<file path="src/rtl/imem_loader.sv">
// Instruction-memory program loader: assembles a length-prefixed little-endian
// byte stream into 32-bit words, writes them to consecutive word addresses and stalls the core meanwhile.
module imem_loader #(
    parameter int DEPTH  = 64,
    parameter int ADDR_W = 6
) (
    input  logic              clk,
    input  logic              rst_n,
    input  logic              start,
    input  logic [7:0]        rx_data,
    input  logic              rx_valid,
    output logic              rx_ready,
    output logic              mem_we,
    output logic [ADDR_W-1:0] mem_addr,
    output logic [31:0]       mem_wdata,
    output logic              core_hold,
    output logic              busy,
    output logic              done,
    output logic              err
);

    typedef enum logic [2:0] {
        S_IDLE   = 3'd0,
        S_LEN_LO = 3'd1,
        S_LEN_HI = 3'd2,
        S_DATA   = 3'd3,
        S_WRITE  = 3'd4,
        S_DONE   = 3'd5
    } state_t;

    localparam logic [16:0] DEPTH_X = 17'(DEPTH);

    state_t              state_q, state_d;
    logic [15:0]         len_q, len_d;
    logic [15:0]         idx_q, idx_d;
    logic [1:0]          cnt_q, cnt_d;
    logic [31:0]         word_q, word_d;
    logic                err_q, err_d;

    logic                rx_ready_q, rx_ready_d;
    logic                mem_we_q, mem_we_d;
    logic [ADDR_W-1:0]   mem_addr_q, mem_addr_d;
    logic [31:0]         mem_wdata_q, mem_wdata_d;
    logic                hold_q, hold_d;
    logic                done_q, done_d;

    logic                xfer_s;
    logic [15:0]         len_full_s;
    logic                idx_in_range_s;
    logic                last_word_s;

    // rx_ready is a registered state decode, so a transfer never depends combinationally on itself
    assign xfer_s         = rx_valid && rx_ready_q;
    assign len_full_s     = {rx_data, len_q[7:0]};
    assign idx_in_range_s = ({1'b0, idx_q} < DEPTH_X);
    assign last_word_s    = (({1'b0, idx_q} + 17'd1) == {1'b0, len_q});

    // Next-state and datapath update for the load session
    always_comb begin
        state_d = state_q;
        len_d   = len_q;
        idx_d   = idx_q;
        cnt_d   = cnt_q;
        word_d  = word_q;
        err_d   = err_q;
        case (state_q)
            S_IDLE: begin
                idx_d = 16'd0;
                cnt_d = 2'd0;
                if (start) begin
                    err_d   = 1'b0;
                    state_d = S_LEN_LO;
                end else begin
                    state_d = S_IDLE;
                end
            end
            S_LEN_LO: begin
                if (xfer_s) begin
                    len_d   = {len_q[15:8], rx_data};
                    state_d = S_LEN_HI;
                end else begin
                    state_d = S_LEN_LO;
                end
            end
            S_LEN_HI: begin
                if (xfer_s) begin
                    len_d   = len_full_s;
                    err_d   = err_q | ({1'b0, len_full_s} > DEPTH_X);
                    state_d = (len_full_s == 16'd0) ? S_DONE : S_DATA;
                end else begin
                    state_d = S_LEN_HI;
                end
            end
            S_DATA: begin
                if (xfer_s) begin
                    // first byte of a word ends up in bits [7:0] after four shifts
                    word_d  = {rx_data, word_q[31:8]};
                    cnt_d   = cnt_q + 2'd1;
                    state_d = (cnt_q == 2'd3) ? S_WRITE : S_DATA;
                end else begin
                    state_d = S_DATA;
                end
            end
            S_WRITE: begin
                idx_d   = idx_q + 16'd1;
                state_d = last_word_s ? S_DONE : S_DATA;
            end
            S_DONE: begin
                state_d = S_IDLE;
            end
            default: begin
                state_d = S_IDLE;
            end
        endcase
    end

    // Output register inputs, derived from the state being entered
    always_comb begin
        rx_ready_d  = 1'b0;
        mem_we_d    = 1'b0;
        mem_addr_d  = mem_addr_q;
        mem_wdata_d = mem_wdata_q;
        hold_d      = (state_d != S_IDLE);
        done_d      = (state_d == S_DONE);
        case (state_d)
            S_LEN_LO, S_LEN_HI, S_DATA: begin
                rx_ready_d = 1'b1;
            end
            default: begin
                rx_ready_d = 1'b0;
            end
        endcase
        if (state_d == S_WRITE) begin
            // out-of-range words are consumed silently
            mem_we_d    = idx_in_range_s;
            mem_addr_d  = idx_q[ADDR_W-1:0];
            mem_wdata_d = word_d;
        end else begin
            mem_we_d = 1'b0;
        end
    end

    // State and datapath registers
    always_ff @(posedge clk or negedge rst_n) begin
        if (!rst_n) begin
            state_q <= S_IDLE;
            len_q   <= 16'd0;
            idx_q   <= 16'd0;
            cnt_q   <= 2'd0;
            word_q  <= 32'd0;
            err_q   <= 1'b0;
        end else begin
            state_q <= state_d;
            len_q   <= len_d;
            idx_q   <= idx_d;
            cnt_q   <= cnt_d;
            word_q  <= word_d;
            err_q   <= err_d;
        end
    end

    // Registered outputs
    always_ff @(posedge clk or negedge rst_n) begin
        if (!rst_n) begin
            rx_ready_q  <= 1'b0;
            mem_we_q    <= 1'b0;
            mem_addr_q  <= '0;
            mem_wdata_q <= 32'd0;
            hold_q      <= 1'b0;
            done_q      <= 1'b0;
        end else begin
            rx_ready_q  <= rx_ready_d;
            mem_we_q    <= mem_we_d;
            mem_addr_q  <= mem_addr_d;
            mem_wdata_q <= mem_wdata_d;
            hold_q      <= hold_d;
            done_q      <= done_d;
        end
    end

    assign rx_ready  = rx_ready_q;
    assign mem_we    = mem_we_q;
    assign mem_addr  = mem_addr_q;
    assign mem_wdata = mem_wdata_q;
    assign core_hold = hold_q;
    assign busy      = hold_q;
    assign done      = done_q;
    assign err       = err_q;

endmodule

</file>
<file path="config.mk">
export PLATFORM = sky130hd
export DESIGN_NAME = imem_loader
export DESIGN_NICKNAME = d
export VERILOG_FILES = /design/src/rtl/imem_loader.sv
export SDC_FILE = /design/constraint.sdc
export NUM_CORES = 1
export LEC_CHECK = 0
export CORE_MARGIN = 2
export CORE_UTILIZATION = 51
export DETAILED_ROUTE_END_ITERATION = 12
export MAX_ROUTING_LAYER = met4
export PLACE_DENSITY = 0.83
export SYNTH_ARGS = -nofsm -noshare
export SYNTH_HDL_FRONTEND = slang
export SYNTH_SLANG_ARGS = --single-unit
</file>
<file path="constraint.sdc">
create_clock -name clk -period 2.39 [get_ports clk]
set_input_delay 0.478 -clock clk [delete_from_list [all_inputs] [get_ports clk]]
set_output_delay 0.478 -clock clk [all_outputs]
set_load 0.05 [all_outputs]
</file>
# After elaboration in Yosys (flattened, before gate mapping)
# Cells that the tools add are included.
# classes
add_sub_neg,3
n_lt_le_gt_ge,2
n_eq_ne,14
mux,21
bitwise_logic,3
reduce_logical,12
# op_table
operator,n
$mux 32,2
$pmux 16 s2,2
$add 16x1->17 const B,1
$eq 17x16->1,1
$add 16x1->16 const B,1
$gt 16x7->1 const B,1
$logic_not 16->1,1
$lt 16x7->1 const B,1
$mux 16,1
$mux 3,5
$pmux 3 s5,1
$eq 3x2->1 const B,4
$eq 3x3->1 const B,3
$reduce_and 3->1,3
$mux 8,1
$eq 3x1->1 const B,2
$ne 2x2->1 const B,3
$reduce_bool 2->1,3
$mux 1,5
$mux 2,2
$pmux 2 s2,1
$logic_not 3->1,1
$reduce_bool 3->1,1
$reduce_or 3->1,1
7 further kinds,8
# totals
reg_bits,112
in_bits,12
output_inout_bits,44

# Longest topological paths before layout
# Gate-level depths: netlist of run 1.
# depth
depth_word,7
depth_mapped,8
mapped_depth_nobuf,7

# Worst setup path after synthesis of run 1
# Ideal clock, no wire load.
# synth_timing
path_kind,reg-to-reg
startpoint,reg idx_q[0]
endpoint,reg state_q[1]
setup_time_ps,145
t_arrival_ps,2234
required_ps,2245
path_slack_ps,11
stages_incl_launch_ff,8
synth_period_minus_slack_ps,2379
cell_sequence,dfrtp_1 -> ha_1 -> xor2_1 -> a211o_1 -> or4b_4 -> a2111oi_4 -> and4_1 -> o21ai_1
# synth_between
elab_chain_cells,4
# synth_lines
item,line,rtl
"start, declared",35,"logic [15:0] idx_q, idx_d;"
"start signal, assigned",155,idx_q <= idx_d;
$add 16x1->17,56,"assign last_word_s = (({1'b0, idx_q} + 17'd1) == {1'b0, len_q});"
$eq 17x16->1,56,
$mux 3,106,state_d = last_word_s ? S_DONE : S_DATA;
$pmux 3 s5,66,case (state_q)
via state_d[1],33,"state_t state_q, state_d;"
"end signal, assigned",153,state_q <= state_d;
"end, declared",33,
# The timed path passes the listed nets, and every way through them passes these cells.
# A chain may end at the register's enable or synchronous reset.

# Worst setup path in the final report of run 1
# layout_timing
startpoint,reg idx_q[0]
endpoint,reg rx_ready_q (netlist: rx_ready)
# layout_between
elab_chain_cells,7
elab_cells_between_ends,9
classes_between,1 x add/sub; 4 x eq/ne; 3 x mux; 1 x reduce/logical
# layout_lines
item,line,rtl
$add 16x1->17 *,56,
$eq 17x16->1 *,56,
$mux 3 *,106,
$pmux 3 s5 *,66,
$eq 3x1->1 or $eq 3x2->1 (tied branches),125,case (state_d)
$reduce_or 3->1 *,125,
$mux 1 *,125,
via rx_ready_d,40,"logic rx_ready_q, rx_ready_d;"
"end signal, assigned",172,rx_ready_q <= rx_ready_d;
"end, declared",40,
# Mark *: on every way through the listed nets, which the timed path passes. The rest lies on a longest branch.

==> flow_metrics.py, run 1 <==
metrics = {
    "status": {
        "status": "finished clean",
    },
    "detailed_routing": {
        "drt_wl_total_um": 12360,
        "via_per_inst": 5.824,
        "wl_per_cell_um": 18.48,
        "drtIter0Drc": 259,
        "ant_nets": 0,
        "drcViolationCount": 0,
        "drtPass1Iterations": 5,
        "num_vias": 3896,
    },
    "clock_network": {
        "cts-root-buf": "clkbuf_8",
        "numCtsBuffers": 9,
        "insertion_delay_ns": 0.40,
        "cts_buffer_depth": 2,
        "cts_sinks": 112,
        "cts_tree": "done",
        "htree_levels": 3,
        "postCtsSetupRepairBufs": 0,
        "clk_pin_slew_ns": 0.11,
    },
    "job": {
        "maxCapViolations": 0,
    },
    "sta": {
        "post-route-period-util_pct": 96.29,
        "worst_pin_slew_ns": 0.5578,
        "max_freq_mhz": 434.5,
        "fin_skew_ns": 0.01283,
        "slew_violations": 0,
        "fin_crit_ns": 2.301,
        "hold_viol_final": 0,
        "setup_viol": 0,
        "slew_headroom_pct": 62.49,
    },
    "floorplanning": {
        "io_pins": 56,
        "start_util_pct": 53.08,
        "core_mm2": 0.009864,
        "die-area_mm2": 0.01109,
        "num_rows": 36,
        "fp.dieH_um": 105.3,
        "die_width_um": 105.3,
    },
    "synth": {
        "synth_async_sr_flop_share_pct": 100.0,
        "syn-instance-count": 449,
        "synthDistinctLibCells": 57,
        "synth-edff-count": 0,
        "synth_top_cell_by_area": "dfrtp_1",
        "netlist_area_mm2": 0.005236,
        "synth_seq_area_share_pct": 53.52,
        "synth_warnings": 0,
        "synth_area_leaders": "dfrtp_1 54%, mux2_1 16%, nand2_1 4.4%",
        "yosys_most_used_dff": "dfrtp_1",
        "ys_seq_elements": 112,
        "synthesis.nets": 463,
        "synth.top_cell.area_share_pct": 53.52,
        "syn_avg_cell_area_um2": 11.66,
    },
    "critical_path": {
        "r2r_start": "idx_q[0]",
        "crit_type": "register to register",
        "start_kind": "register",
        "cp.required_ns": 2.67,
        "cp.arrival_ns": 2.58,
        "worst_r2r_path_depth": 7,
        "critPathMaxFanout": 2,
        "end_kind": "register",
        "r2r_end": "rx_ready",
        "r2r_setup_slack_ns": 0.09,
    },
    "power": {
        "netSwitchingFraction_pct": 42.32,
        "pwr-share-seq_pct": 39.5,
        "ir_worst_vdd_mv": 0.9940,
        "power_w": 0.008038,
        "p_leak_nw": 2.773,
        "p_int_w": 0.004637,
        "switching_power_w": 0.003402,
        "p_clk_share_pct": 15.1,
        "p_comb_share_pct": 45.4,
        "power.density_mw_per_mm2": 1252,
    },
    "min_path": {
        "hp-class": "register to register",
        "hold_end": "cnt_q[0]",
        "min_path_cells": 1,
        "min_from": "cnt_q[0]",
    },
    "place": {
        "io_buffers": 55,
        "dp_hpwl_um": 8929,
        "gp_congestion": 0.9437,
    },
    "cells_and_area": {
        "utilization_pct": 65.11,
        "areaGrowthSynthToFinish_pct": 22.65,
        "diodes": 0,
        "drive_above_1_share_pct": 15.67,
        "num-fill-cells": 713,
        "nNetsFinal": 546,
    },
    "global_route": {
        "grt_start_max_net_pins": 50,
        "grt_pass1_vias": 3977,
        "grt_pass1_wl_um": 19890,
        "gr-total-overflow": 0,
        "grt_use_total_pct": 23.89,
        "antenna_found_initial": 0,
    },
}
[power by group through the flow]
stage | registers [W] | logic [W] | clock network, W
after floorplan | 0.00398 | 0.00152 | 0
after global placement | 0.00315 | 0.00350 | 0
after detailed placement | 0.00320 | 0.00363 | 0
after CTS | 0.00317 | 0.00366 | 0.00124
after global routing | 0.00325 | 0.00389 | 0.00130
final | 0.00318 | 0.00365 | 0.00121
[how the worst max path moves through the flow]
stage,from,cells past startpoint,end
final,idx_q[0],7,rx_ready
after global routing,idx_q[0],9,rx_ready
after CTS,idx_q[8],7,rx_ready
after detailed placement,rx_valid,6,mem_wdata[16]
after global placement,rx_valid,6,mem_wdata[23]
after floorplan,idx_q[0],7,state_q[1]
[registers in the layout, summed over array words and instances (netlist names)]
name,count
busy,1
cnt_q,2
done,1
err,1
idx_q,16
len_q,16
mem_addr,6
mem_wdata,32
mem_we,1
rx_ready,1
state_q,3
word_q,32
[cells in the final DEF, fill, tap and decap left out, types with 3 or more instances in the layout]
cell             Yosys  layout
or3_1                3       3
nor2_1              10      10
xor2_1               5       5
o21ai_0             21      21
nand2b_1             3       3
mux2_1              73      73
nor2b_1              3       3
clkbuf_8             0       9
nand3_1             14      14
o21ai_1              5       5
mux2_2               4       4
xnor2_1             12      12
o31ai_1             12      12
clkdlybuf4s50_1      0      54
a21o_1               4       4
a21oi_1              8       8
buf_12               0       3
buf_4                6      45
nor3_1               4       4
nand4_1              6       6
nor4_2               0       3
and4_1               3       3
nand2_1             61      60
inv_1                5       5
mux2i_1              3       3
dfrtp_1            112     112
nor4_1              11       8
[Yosys cell counts, drive strengths merged, types with 2 or more instances]
master  number
dfrtp      112
mux2        78
nand2       61
o21ai       26
buf         18
nand3       14
clkbuf      13
nor4        12
o31ai       12
xnor2       12
nor2        10
a21oi        8
nand4        7
inv          6
xor2         5
a21o         4
and4         4
nor3         4
or3          4
mux2i        3
nand2b       3
nor2b        3
a211o        2
and3         2
ha           2
nor3b        2
o21a         2
o22ai        2
[worst max-delay path: stages, from the launching register on]
cell and delay [ns]:
dfrtp_1 0.43, ha_4 0.26, xor2_1 0.13, a211o_1 0.28
or4b_4 0.50, a2111oi_4 0.24, and4_1 0.26, o22ai_1 0.09
[layout make-up]
type | count | area, um^2 | area share [%]
clock buffers | 9 | 123.9 | 1.929
clock inverters | 6 | 86.33 | 1.344
inverters | 6 | 22.52 | 0.3507
multi-input cells | 300 | 2272 | 35.38
flip-flops and latches | 112 | 2803 | 43.64
well taps | 133 | 166.4 | 2.591
repair buffers | 103 | 948.4 | 14.77
[cell families after synthesis]
group	Yosys count	share of synthesized area [%]
adders and majority gates	2	0.4778
muxes	81	17.42
DFF	112	53.52
AOI/OAI and AO/OA	68	8.698
xor gates and xnor gates	17	2.843
buffers and inverters	37	3.847
and+or+nand+nor	132	13.19
[per-stage QoR]
step	TNS (ns)	std cells	cell area, um^2	worst slack, ns	hold WS, ns
6_report	0	669	6422	0.08857	0.4990
5_1_grt	-0.01250	669	6422	-0.01250	0.5189
4_1_cts	0	669	6404	0.01531	0.4972
3_5_place_dp	-4.679	653	6171	-0.1931	0.4266
3_3_place_gp	-1.112	653	6171	-0.05300	0.4228
2_1_floorplan	0	449	5236	0.01123	0.1824
[repair_timing]
| action | 4_1_cts | 5_1_grt |
|---|---|---|
| endpoints found under the hold margin | 23 | 0 |
| pin swaps | 2 | 0 |
| setup endpoints to repair | 4 | 3 |
| hold buffers | 1 | 0 |
| resized for setup | 1 | 3 |
[per-layer routing]
metal | wire, um | GRT usage, % | up-vias
met3 | 907 | 5.442 | 27
met4 | 289 | 9.238 | 0
met5 | 0 | - | -
met2 | 5941 | 37.83 | 168
met1 | 5224 | 30.04 | 1931
li1 | - | - | 1770
Note: power is estimated with default switching activity, not from simulation.
==> inputs of run 2 (changes only) <==
--- a/config.mk
+++ b/config.mk
@@ -5,11 +5,12 @@
 export SDC_FILE = /design/constraint.sdc
 export NUM_CORES = 1
 export LEC_CHECK = 0
-export CORE_MARGIN = 2
+export CORE_MARGIN = 1.5
 export CORE_UTILIZATION = 51
 export DETAILED_ROUTE_END_ITERATION = 12
 export MAX_ROUTING_LAYER = met4
 export PLACE_DENSITY = 0.83
+export SLEW_MARGIN = 20
 export SYNTH_ARGS = -nofsm -noshare
 export SYNTH_HDL_FRONTEND = slang
 export SYNTH_SLANG_ARGS = --single-unit
==> run 2 against run 1 <==
  * Core utilization is 0.19 points lower
  * Highest routed layer unchanged
  * Critical path depth did not move
  * Setup slack better by 0.017 ns
  * Global-route usage up 0.40 points
  * Combinational power fell by 2%
  * Via count shrank 2.3%
  * Fmax grew 0.73%
  * Critical endpoint unchanged
  * Critical path type unchanged
  * Routed wire length decreased by 2.3%
  * First-iteration DRC count increased by 17%
  * Die area down 1.9%
  * Largest cell class unchanged
==> flow_metrics.py, run 2 (synthesized netlist as in run 1, its figures left out) <==
metrics = {
    "status": {
        "status": "finished clean",
    },
    "global_route": {
        "grt_pass1_wl_um": 20250,
        "grt_start_max_net_pins": 47,
        "gr-total-overflow": 0,
        "grt_use_total_pct": 24.30,
        "antenna_found_initial": 0,
        "grt_pass1_vias": 3872,
    },
    "critical_path": {
        "crit_type": "register to register",
        "critPathMaxFanout": 2,
        "worst_r2r_path_depth": 7,
        "r2r_end": "rx_ready",
        "cp.required_ns": 2.65,
        "start_kind": "register",
        "r2r_start": "idx_q[0]",
        "crit_start": "idx_q[0]",
        "endpoint": "rx_ready",
        "r2r_setup_slack_ns": 0.11,
        "end_kind": "register",
        "cp.arrival_ns": 2.54,
    },
    "clock_network": {
        "numCtsBuffers": 9,
        "cts_sinks": 112,
        "htree_levels": 3,
        "cts_buffer_depth": 2,
        "cts-root-buf": "clkbuf_8",
        "holdBufCountCts": 0,
        "cts_tree": "done",
        "clk_pin_slew_ns": 0.11,
        "postCtsSetupRepairBufs": 0,
        "insertion_delay_ns": 0.39,
    },
    "cells_and_area": {
        "final_cell_mix": "111 x dfrtp_1, 73 x mux2_1, 60 x nand2_1",
        "utilization_pct": 64.92,
        "areaGrowthSynthToFinish_pct": 22.29,
        "final_common_cell": "dfrtp_1",
        "drive_above_1_share_pct": 15.92,
        "nNetsFinal": 544,
        "diodes": 0,
    },
    "place": {
        "io_buffers": 55,
        "dp_hpwl_um": 8828,
        "gp_congestion": 0.8887,
    },
    "detailed_routing": {
        "m1WireLength_um": 5308,
        "num_vias": 3806,
        "drt_wl_total_um": 12080,
        "wl_met3_um": 660,
        "via_per_inst": 5.706,
        "drtPass1Iterations": 4,
        "wl_per_cell_um": 18.11,
        "met2WireLength_um": 5954,
        "drcViolationCount": 0,
        "drtIter0Drc": 303,
        "highest_layer": "met4",
        "ant_nets": 0,
    },
    "sta": {
        "setup_viol": 0,
        "fin_skew_ns": 0.01189,
        "worst_pin_slew_ns": 0.5918,
        "post-route-period-util_pct": 95.60,
        "slew_headroom_pct": 60.55,
        "rsz0062_at_grt": "no",
        "hold_viol_final": 0,
        "fin_crit_ns": 2.285,
        "setup-tns-final_ns": 0,
        "max_freq_mhz": 437.7,
        "slew_violations": 0,
    },
    "power": {
        "p_leak_nw": 2.775,
        "ir_worst_vdd_mv": 1.284,
        "power.density_mw_per_mm2": 1227,
    },
    "floorplanning": {
        "die_width_um": 104.3,
        "num_rows": 36,
        "fp.dieH_um": 104.3,
        "start_util_pct": 53.08,
        "core_mm2": 0.009864,
        "io_pins": 56,
        "die-area_mm2": 0.01088,
    },
    "job": {
        "maxCapViolations": 0,
    },
    "min_path": {
        "hp-class": "input pin to asynchronous set/reset pin",
    },
}
run 2: cell types whose count changed in the layout (fill, tap and decap cells not counted), sizes merged:
cell and delta:
dlygate4sd3 -1, buf -1, inv +1, bufinv -1
run 2: where the power goes:
| group | switching [W] | internal (W) | total (W) |
|---|---|---|---|
| Clock | 0.000696 | 0.000403 | 0.00110 |
| Sequential | 0.000531 | 0.00264 | 0.00317 |
| Combinational | 0.00211 | 0.00148 | 0.00359 |
run 2: repair_timing:
item                                    in CTS  in global routing
pin swaps                                    2                  1
endpoints found under the setup margin       3                  4
resized for setup                            0                  8
run 2: how the worst min path moves through the flow:
stage | end | slack [ns] | depth (start not counted) | from
floorplan | busy | 0.18 | 0 | rst_n
global placement | word_q[3] | 0.46 | 1 | word_q[3]
detailed placement | word_q[5] | 0.47 | 1 | word_q[5]
CTS | word_q[9] | 0.09 | 1 | rst_n
global route | mem_wdata[1] | 0.12 | 1 | rst_n
finish | mem_wdata[1] | 0.08 | 1 | rst_n
run 2: cell type report:
type,instances,area (um^2)
Timing Repair Buffer,101,930.9
Clock inverter,6,61.31
Tap cell,133,166.4
Fill cell,721,3461
Sequential cell,112,2804
Clock buffer,9,123.9
Multi-Input combinational cell,300,2295
Inverter,6,22.52
run 2: routing by layer:
layer,up-vias,track usage [%]
li1,1764,-
met1,1912,32.40
met2,114,37.69
met3,16,5.514
met4,0,6.349
met5,-,-
run 2: worst max-delay path: stages, from the launching register on:
cell and delay [ns]:
dfrtp_1 0.43, ha_4 0.25, xor2_1 0.14, a211o_1 0.27, or4b_4 0.49, a2111oi_4 0.22, and4_1 0.25, o22ai_1 0.09
run 2: stage by stage:
step	total power [W]	setup WS (ns)	hold WS, ns	instance area [um^2]	cells
5_1_grt	0.008296	0.005313	0.1154	6404	667
4_1_cts	0.007902	0.05961	0.09105	6349	667
3_3_place_gp	0.006620	-0.04390	0.4605	6163	652
2_1_floorplan	0.005501	0.01123	0.1824	5236	449
3_5_place_dp	0.006797	-0.09009	0.4747	6163	652
6_report	0.007860	0.1052	0.07889	6404	667
